<file path="src/rtl/uart_tx_framer.sv">
// UART transmit framer: start bit, 8 data bits LSB first, stop bit.
// Define UART_TX_PARITY_EN to insert an even-parity bit before stop.
module uart_tx_framer #(
  parameter int CLKS_PER_BIT = 16
) (
  input  logic       clk,
  input  logic       reset,
  input  logic [7:0] tx_data,
  input  logic       tx_valid,
  output logic       tx_ready,
  output logic       tx,
  output logic       busy,
  output logic       tx_done
);

  localparam int BW = $clog2(CLKS_PER_BIT);
  localparam logic [BW-1:0] BAUD_LAST = BW'(CLKS_PER_BIT - 1);

`ifdef UART_TX_PARITY_EN
  typedef enum logic [2:0] {
    IDLE, START, DATA, PARITY, STOP
  } state_t;
`else
  typedef enum logic [1:0] {
    IDLE, START, DATA, STOP
  } state_t;
`endif

  state_t        state;
  logic [BW-1:0] baud;
  logic [2:0]    bit_idx;
  logic [7:0]    data;
  logic [2:0]    next_idx;
  logic          baud_last;

  assign next_idx  = bit_idx + 3'd1;
  assign baud_last = (baud == BAUD_LAST);

  always_ff @(posedge clk) begin
    if (reset) begin
      state    <= IDLE;
      baud     <= '0;
      bit_idx  <= '0;
      data     <= '0;
      tx       <= 1'b1;
      tx_ready <= 1'b1;
      busy     <= 1'b0;
      tx_done  <= 1'b0;
    end else begin
      tx_done <= 1'b0;
      unique case (state)
        IDLE: begin
          tx      <= 1'b1;
          baud    <= '0;
          bit_idx <= '0;
          if (tx_valid && tx_ready) begin
            data     <= tx_data;
            state    <= START;
            tx       <= 1'b0;
            tx_ready <= 1'b0;
            busy     <= 1'b1;
          end
        end
        START: begin
          if (baud_last) begin
            baud  <= '0;
            state <= DATA;
            tx    <= data[0];
          end else begin
            baud <= baud + 1'b1;
          end
        end
        DATA: begin
          if (baud_last) begin
            baud <= '0;
            if (bit_idx == 3'd7) begin
              bit_idx <= '0;
`ifdef UART_TX_PARITY_EN
              state <= PARITY;
              tx    <= ^data;
`else
              state <= STOP;
              tx    <= 1'b1;
`endif
            end else begin
              bit_idx <= next_idx;
              tx      <= data[next_idx];
            end
          end else begin
            baud <= baud + 1'b1;
          end
        end
`ifdef UART_TX_PARITY_EN
        PARITY: begin
          if (baud_last) begin
            baud  <= '0;
            state <= STOP;
            tx    <= 1'b1;
          end else begin
            baud <= baud + 1'b1;
          end
        end
`endif
        STOP: begin
          if (baud_last) begin
            baud     <= '0;
            state    <= IDLE;
            tx       <= 1'b1;
            tx_ready <= 1'b1;
            busy     <= 1'b0;
            tx_done  <= 1'b1;
          end else begin
            baud <= baud + 1'b1;
          end
        end
        default: begin
          state    <= IDLE;
          tx       <= 1'b1;
          tx_ready <= 1'b1;
          busy     <= 1'b0;
        end
      endcase
    end
  end

endmodule

</file>
<file path="config.mk">
export PLATFORM = sky130hd
export DESIGN_NAME = uart_tx_framer
export DESIGN_NICKNAME = d
export VERILOG_FILES = /design/src/rtl/uart_tx_framer.sv
export SDC_FILE = /design/constraint.sdc
export NUM_CORES = 1
export LEC_CHECK = 0
export ABC_AREA = 1
export CORE_MARGIN = 5
export CORE_UTILIZATION = 61
export CTS_CLUSTER_DIAMETER = 200
export DETAILED_ROUTE_END_ITERATION = 8
export DONT_BUFFER_PORTS = 1
export PLACE_DENSITY = 0.77
export SETUP_SLACK_MARGIN = 0.15
export SLEW_MARGIN = 20
export SYNTH_ARGS = -nofsm -noshare
export SYNTH_HDL_FRONTEND = slang
export SYNTH_SLANG_ARGS = --single-unit
</file>
<file path="constraint.sdc">
create_clock -name clk -period 4.6 [get_ports clk]
set_clock_uncertainty 0.2 [all_clocks]
set_input_delay 0.92 -clock clk [delete_from_list [all_inputs] [get_ports clk]]
set_output_delay 0.92 -clock clk [all_outputs]
set_load 0.02 [all_outputs]
</file>
# Word-level counts from Yosys, hierarchy flattened
# Index checks and enable logic that the tools add are counted.
totals:
  regBits: 21
classes:
  addsub: 2
  magnitude_cmp: 1
  n_eq_ne: 10
  muxes: 25
  bitwise_logic: 1
  n_reduce_logical: 11
ops:
  columns: ["cell", "n"]
  rows:
  - ["2-to-1 mux 1 bit", 10]
  - ["2-to-1 mux 2 bit", 5]
  - ["!= test 2 bit (second input constant)", 5]
  - ["case mux 2 bit (4 select lines)", 1]
  - ["case mux 4 bit (2 select lines)", 1]
  - ["2-to-1 mux 3 bit", 2]
  - ["case mux 3 bit (2 select lines)", 1]
  - ["AND reduction 3 bit", 2]
  - ["AND reduction 5 bit", 1]
  - ["adder 4 x 1 -> 4 bit (second input constant)", 1]
  - ["equality test 2 bit (second input constant)", 2]
  - ["equality test 4 bit (second input constant)", 1]
  - ["less-than comparator 3 x 4 -> 1 bit (second input constant)", 1]
  - ["2-to-1 mux 4 bit", 1]
  - ["case mux 1 bit (2 select lines)", 2]
  - ["case mux 1 bit (4 select lines)", 1]
  - ["AND reduction 2 bit", 2]
  - ["nonzero test 2 bit", 2]
  - ["adder 3 x 1 -> 3 bit (second input constant)", 1]
  - ["binary-select mux 1 bit (select 3 bit)", 1]
  - ["equality test 3 bit (second input constant)", 1]
  - ["OR reduction 3 bit", 1]
  - ["equality test 2 x 1 -> 1 bit (second input constant)", 1]
  - ["logical NOT 2 bit", 1]
  - ["other kinds (3)", 3]

# Depth between registers and ports, before layout
logic_depth:
  ltp_word: 6
  mapped_depth: 10

# Worst setup path after synthesis
# Ideal clock, no wire load.
synth_path:
  kind: "input to register"
  startpoint: "in tx_valid"
  endpoint: "reg state[0]"
  setup_time_ps: 118
  arrival_ps: 1474
  required_time_ps: 4282
  setup_slack_ps: 2808
  path_stages: 8
  cell_sequence: "nand2_1 inv_1 nor2_1 inv_1 nand3_2 inv_1 o21ai_1 nor2_1"
synth_via:
  elab_chain_cells: 3
synth_rtl:
  columns: ["item", "line_no", "rtl"]
  rows:
  - ["start: declaration", "9", "input logic tx_valid,"]
  - ["logical AND 1 bit", "56", "if (tx_valid && tx_ready) begin"]
  - ["!= test 2 bit (no line)", null, null]
  - ["AND reduction 5 bit (no line)", null, null]
  - ["end signal: assignment", "58", "state <= START;"]
  - ["end signal: assignment", "67", "state <= DATA;"]
  - ["end signal: assignment", "82", "state <= STOP;"]
  - ["end: declaration", "29", "state_t state;"]
# Every way passes these cells.
# A chain may end at the register's enable or synchronous reset.

# Final worst setup path
layout_path:
  startpoint: "reg tx_ready"
  endpoint: "out tx_ready"
layout_rtl:
  columns: ["item", "line_no", "rtl"]
  rows:
  - ["start: declaration", "10", "output logic tx_ready,"]
  - ["start signal: assignment", "46", "tx_ready <= 1'b1;"]
  - ["start signal: assignment", "60", "tx_ready <= 1'b0;"]
  - ["start signal: assignment", "109", "tx_ready <= 1'b1;"]
# No word-level cell between the ends.

==> impl_metrics.tcl <==
set metrics [dict create \
    status "finished, final reports clean" \
    path_clk_slew_ns 0.11 \
    track_usage 0.168 \
    cts_tree "done" \
    route.detailed.drc 0 \
    wl_per_cell_microns 11.5 \
    total_leakage_power_nw 0.511 \
    syn_avg_cell_area_sq_um 7.31 \
    area_delta_synth_final_pct 4.13 \
    required_ns 3.48 \
    drv_slew 0 \
    max_slew.worst_pin.slew_ns 0.393 \
    wirelength_microns 1830 \
    hold_viol 0 \
    clockBufferDepth 2 \
    fin_nets 164 \
    syn_area_sq_um 1030 \
    post_cts_buffers 0 \
    clock_sink_count 21 \
    period_minus_slack_ns 1.90 \
    nFillCells 132 \
    path_class "reg -> out" \
    place_congestion 0.890 \
    vdd_drop_max_uv 328 \
    die_h_microns 51.1 \
    final_layout_size_suffix_gt1_frac 0.0903 \
    grt_max_degree 16 \
    cts_resized 0 \
    final-setup-viol-count 0 \
    h-tree-depth 1 \
    start_util 0.661 \
    synth_warnings 0 \
    postSynthCellCount 141 \
    ys_seq_elements 21 \
    grt-ovfl-total 0 \
    yosysUniqueCellTypes 21 \
    power_density_nw_per_um2 671 \
    cts_buffers 3 \
    die_w_microns 51.1 \
    dieArea_sq_um 2610 \
    n_antenna_cell 0 \
    clk_latency_ns 0.31 \
    grt_pass1_wl_microns 3400 \
    arrival_ns 0.78 \
    cts_hold_buf 0 \
    yosysSeqAreaShare 0.408 \
    hpwlAfterDp_microns 1430 \
    syn_nets 160 \
    fin_setup_tns_ns 0 \
    start_kind "register" \
    rows 14 \
    io_pins 15 \
    clock.fmax_ghz 0.526 \
    timing.hold.ws_ns 0.253 \
    fin_crit_sh 0.414 \
    grt_pass1_vias 816 \
    firstDrtPassIters 4 \
    num_vias 847 \
    portBuffers 0 \
    viasPerCell 5.29 \
    p_total_mw 0.720 \
    ant_nets 0 \
    hp-class "reg -> reg" \
    drv_cap 0 \
    relSlewSlack 0.738 \
    worst_setup_path_end_kind "output port" \
    clock-root-buffer "clkbuf_4" \
    antenna_found_initial 0 \
    drt-initial-drc-count 10 \
    core-area_sq_um 1560 \
    rsz0062_at_grt "no" \
    critical_path.max_fanout 3 \
]
==> area by class of cell <==
class / count / area [sq um] / share of cell area
inverter: 21 / 78.8 / 0.0734
clock buffer: 3 / 22.5 / 0.0210
clock inverter: 1 / 5.00 / 0.00466
sequential: 21 / 420 / 0.392
tap: 16 / 20.0 / 0.0186
multi-input combinational: 98 / 527 / 0.491
==> synthesized netlist by cell type <==
| cell type | count | area (sq um) |
|---|---|---|
| nor3_1 | 2 | 10.0 |
| o211ai_2 | 1 | 12.5 |
| o211ai_1 | 1 | 7.51 |
| inv_2 | 1 | 3.75 |
| or2_2 | 1 | 6.26 |
| nor2_2 | 1 | 6.26 |
| xnor2_1 | 1 | 8.76 |
| ha_1 | 8 | 100 |
| buf_2 | 1 | 5.00 |
| a21oi_1 | 7 | 35.0 |
| nand2_2 | 1 | 6.26 |
| a21oi_2 | 1 | 8.76 |
| o21ai_0 | 11 | 55.1 |
| inv_1 | 20 | 75.1 |
| nor2_1 | 24 | 90.1 |
| nor2_4 | 1 | 11.3 |
| nand3_2 | 2 | 20.0 |
| dfxtp_1 | 21 | 420 |
| o21ai_1 | 1 | 5.00 |
| nand3_1 | 10 | 50.1 |
| nand2_1 | 25 | 93.8 |
==> cells by family (layout without fill, tap and decap cells) <==
logic type	Yosys count	in the layout	share of synthesized area
buffers and inverters	22	25	0.0813
adders and majority gates	8	8	0.0971
DFF	21	21	0.408
xor gates and xnor gates	1	1	0.00850
and+or+nand+nor	67	67	0.285
AOI/OAI and AO/OA	22	22	0.120
==> through the flow <==
| stage | instances | setup slack (ns) | area (sq um) | utilization |
|---|---|---|---|---|
| floorplan | 141 | 2.81 | 1030 | - |
| global placement | 156 | 2.72 | 1050 | 0.671 |
| detailed placement | 156 | 2.69 | 1050 | 0.671 |
| CTS | 160 | 2.68 | 1070 | 0.689 |
| global route | 160 | 2.65 | 1070 | 0.689 |
| finish | 160 | 2.70 | 1070 | 0.689 |
==> final timing paths <==
path	startpoint	end	slack [ns]	cells after the start
setup / recovery	tx_ready$_SDFFE_PP1P_	tx_ready	2.70	0
hold / removal	baud[0]$_SDFF_PP0_	baud[0]$_SDFF_PP0_	0.25	1
setup reg to reg	state[0]$_SDFFE_PP0P_	data[4]$_SDFFE_PP0P_	2.88	7
hold reg to reg	baud[0]$_SDFF_PP0_	baud[0]$_SDFF_PP0_	0.25	1
==> metal layers <==
| layer | track usage | wire length, microns | vias up |
|---|---|---|---|
| met5 | 0 | 0 | - |
| met4 | 0.0538 | 25 | 0 |
| li1 | - | - | 454 |
| met2 | 0.277 | 853 | 15 |
| met1 | 0.216 | 865 | 376 |
| met3 | 0.0378 | 88 | 2 |
==> sequential cells by signal (all words and copies together) (netlist names) <==
name      count
data          8
baud          4
bit_idx       3
state         2
busy          1
tx            1
tx_done       1
tx_ready      1
==> power breakdown <==
part           internal (mW)  switching [mW]
Sequential             0.235          0.0519
Clock                 0.0325          0.0563
Combinational          0.126           0.218
Total                  0.394           0.326
==> layout by cell type (no fill, tap or decap), types with 2 or more instances in the layout <==
master    instances
clkbuf_4          3
a21oi_1           7
dfxtp_1          21
o21ai_0          11
nor3_1            2
nor2_1           24
inv_1            20
nand3_1          10
nand2_1          25
ha_1              8
nand3_2           2
Power figures use the tool's default switching activity.
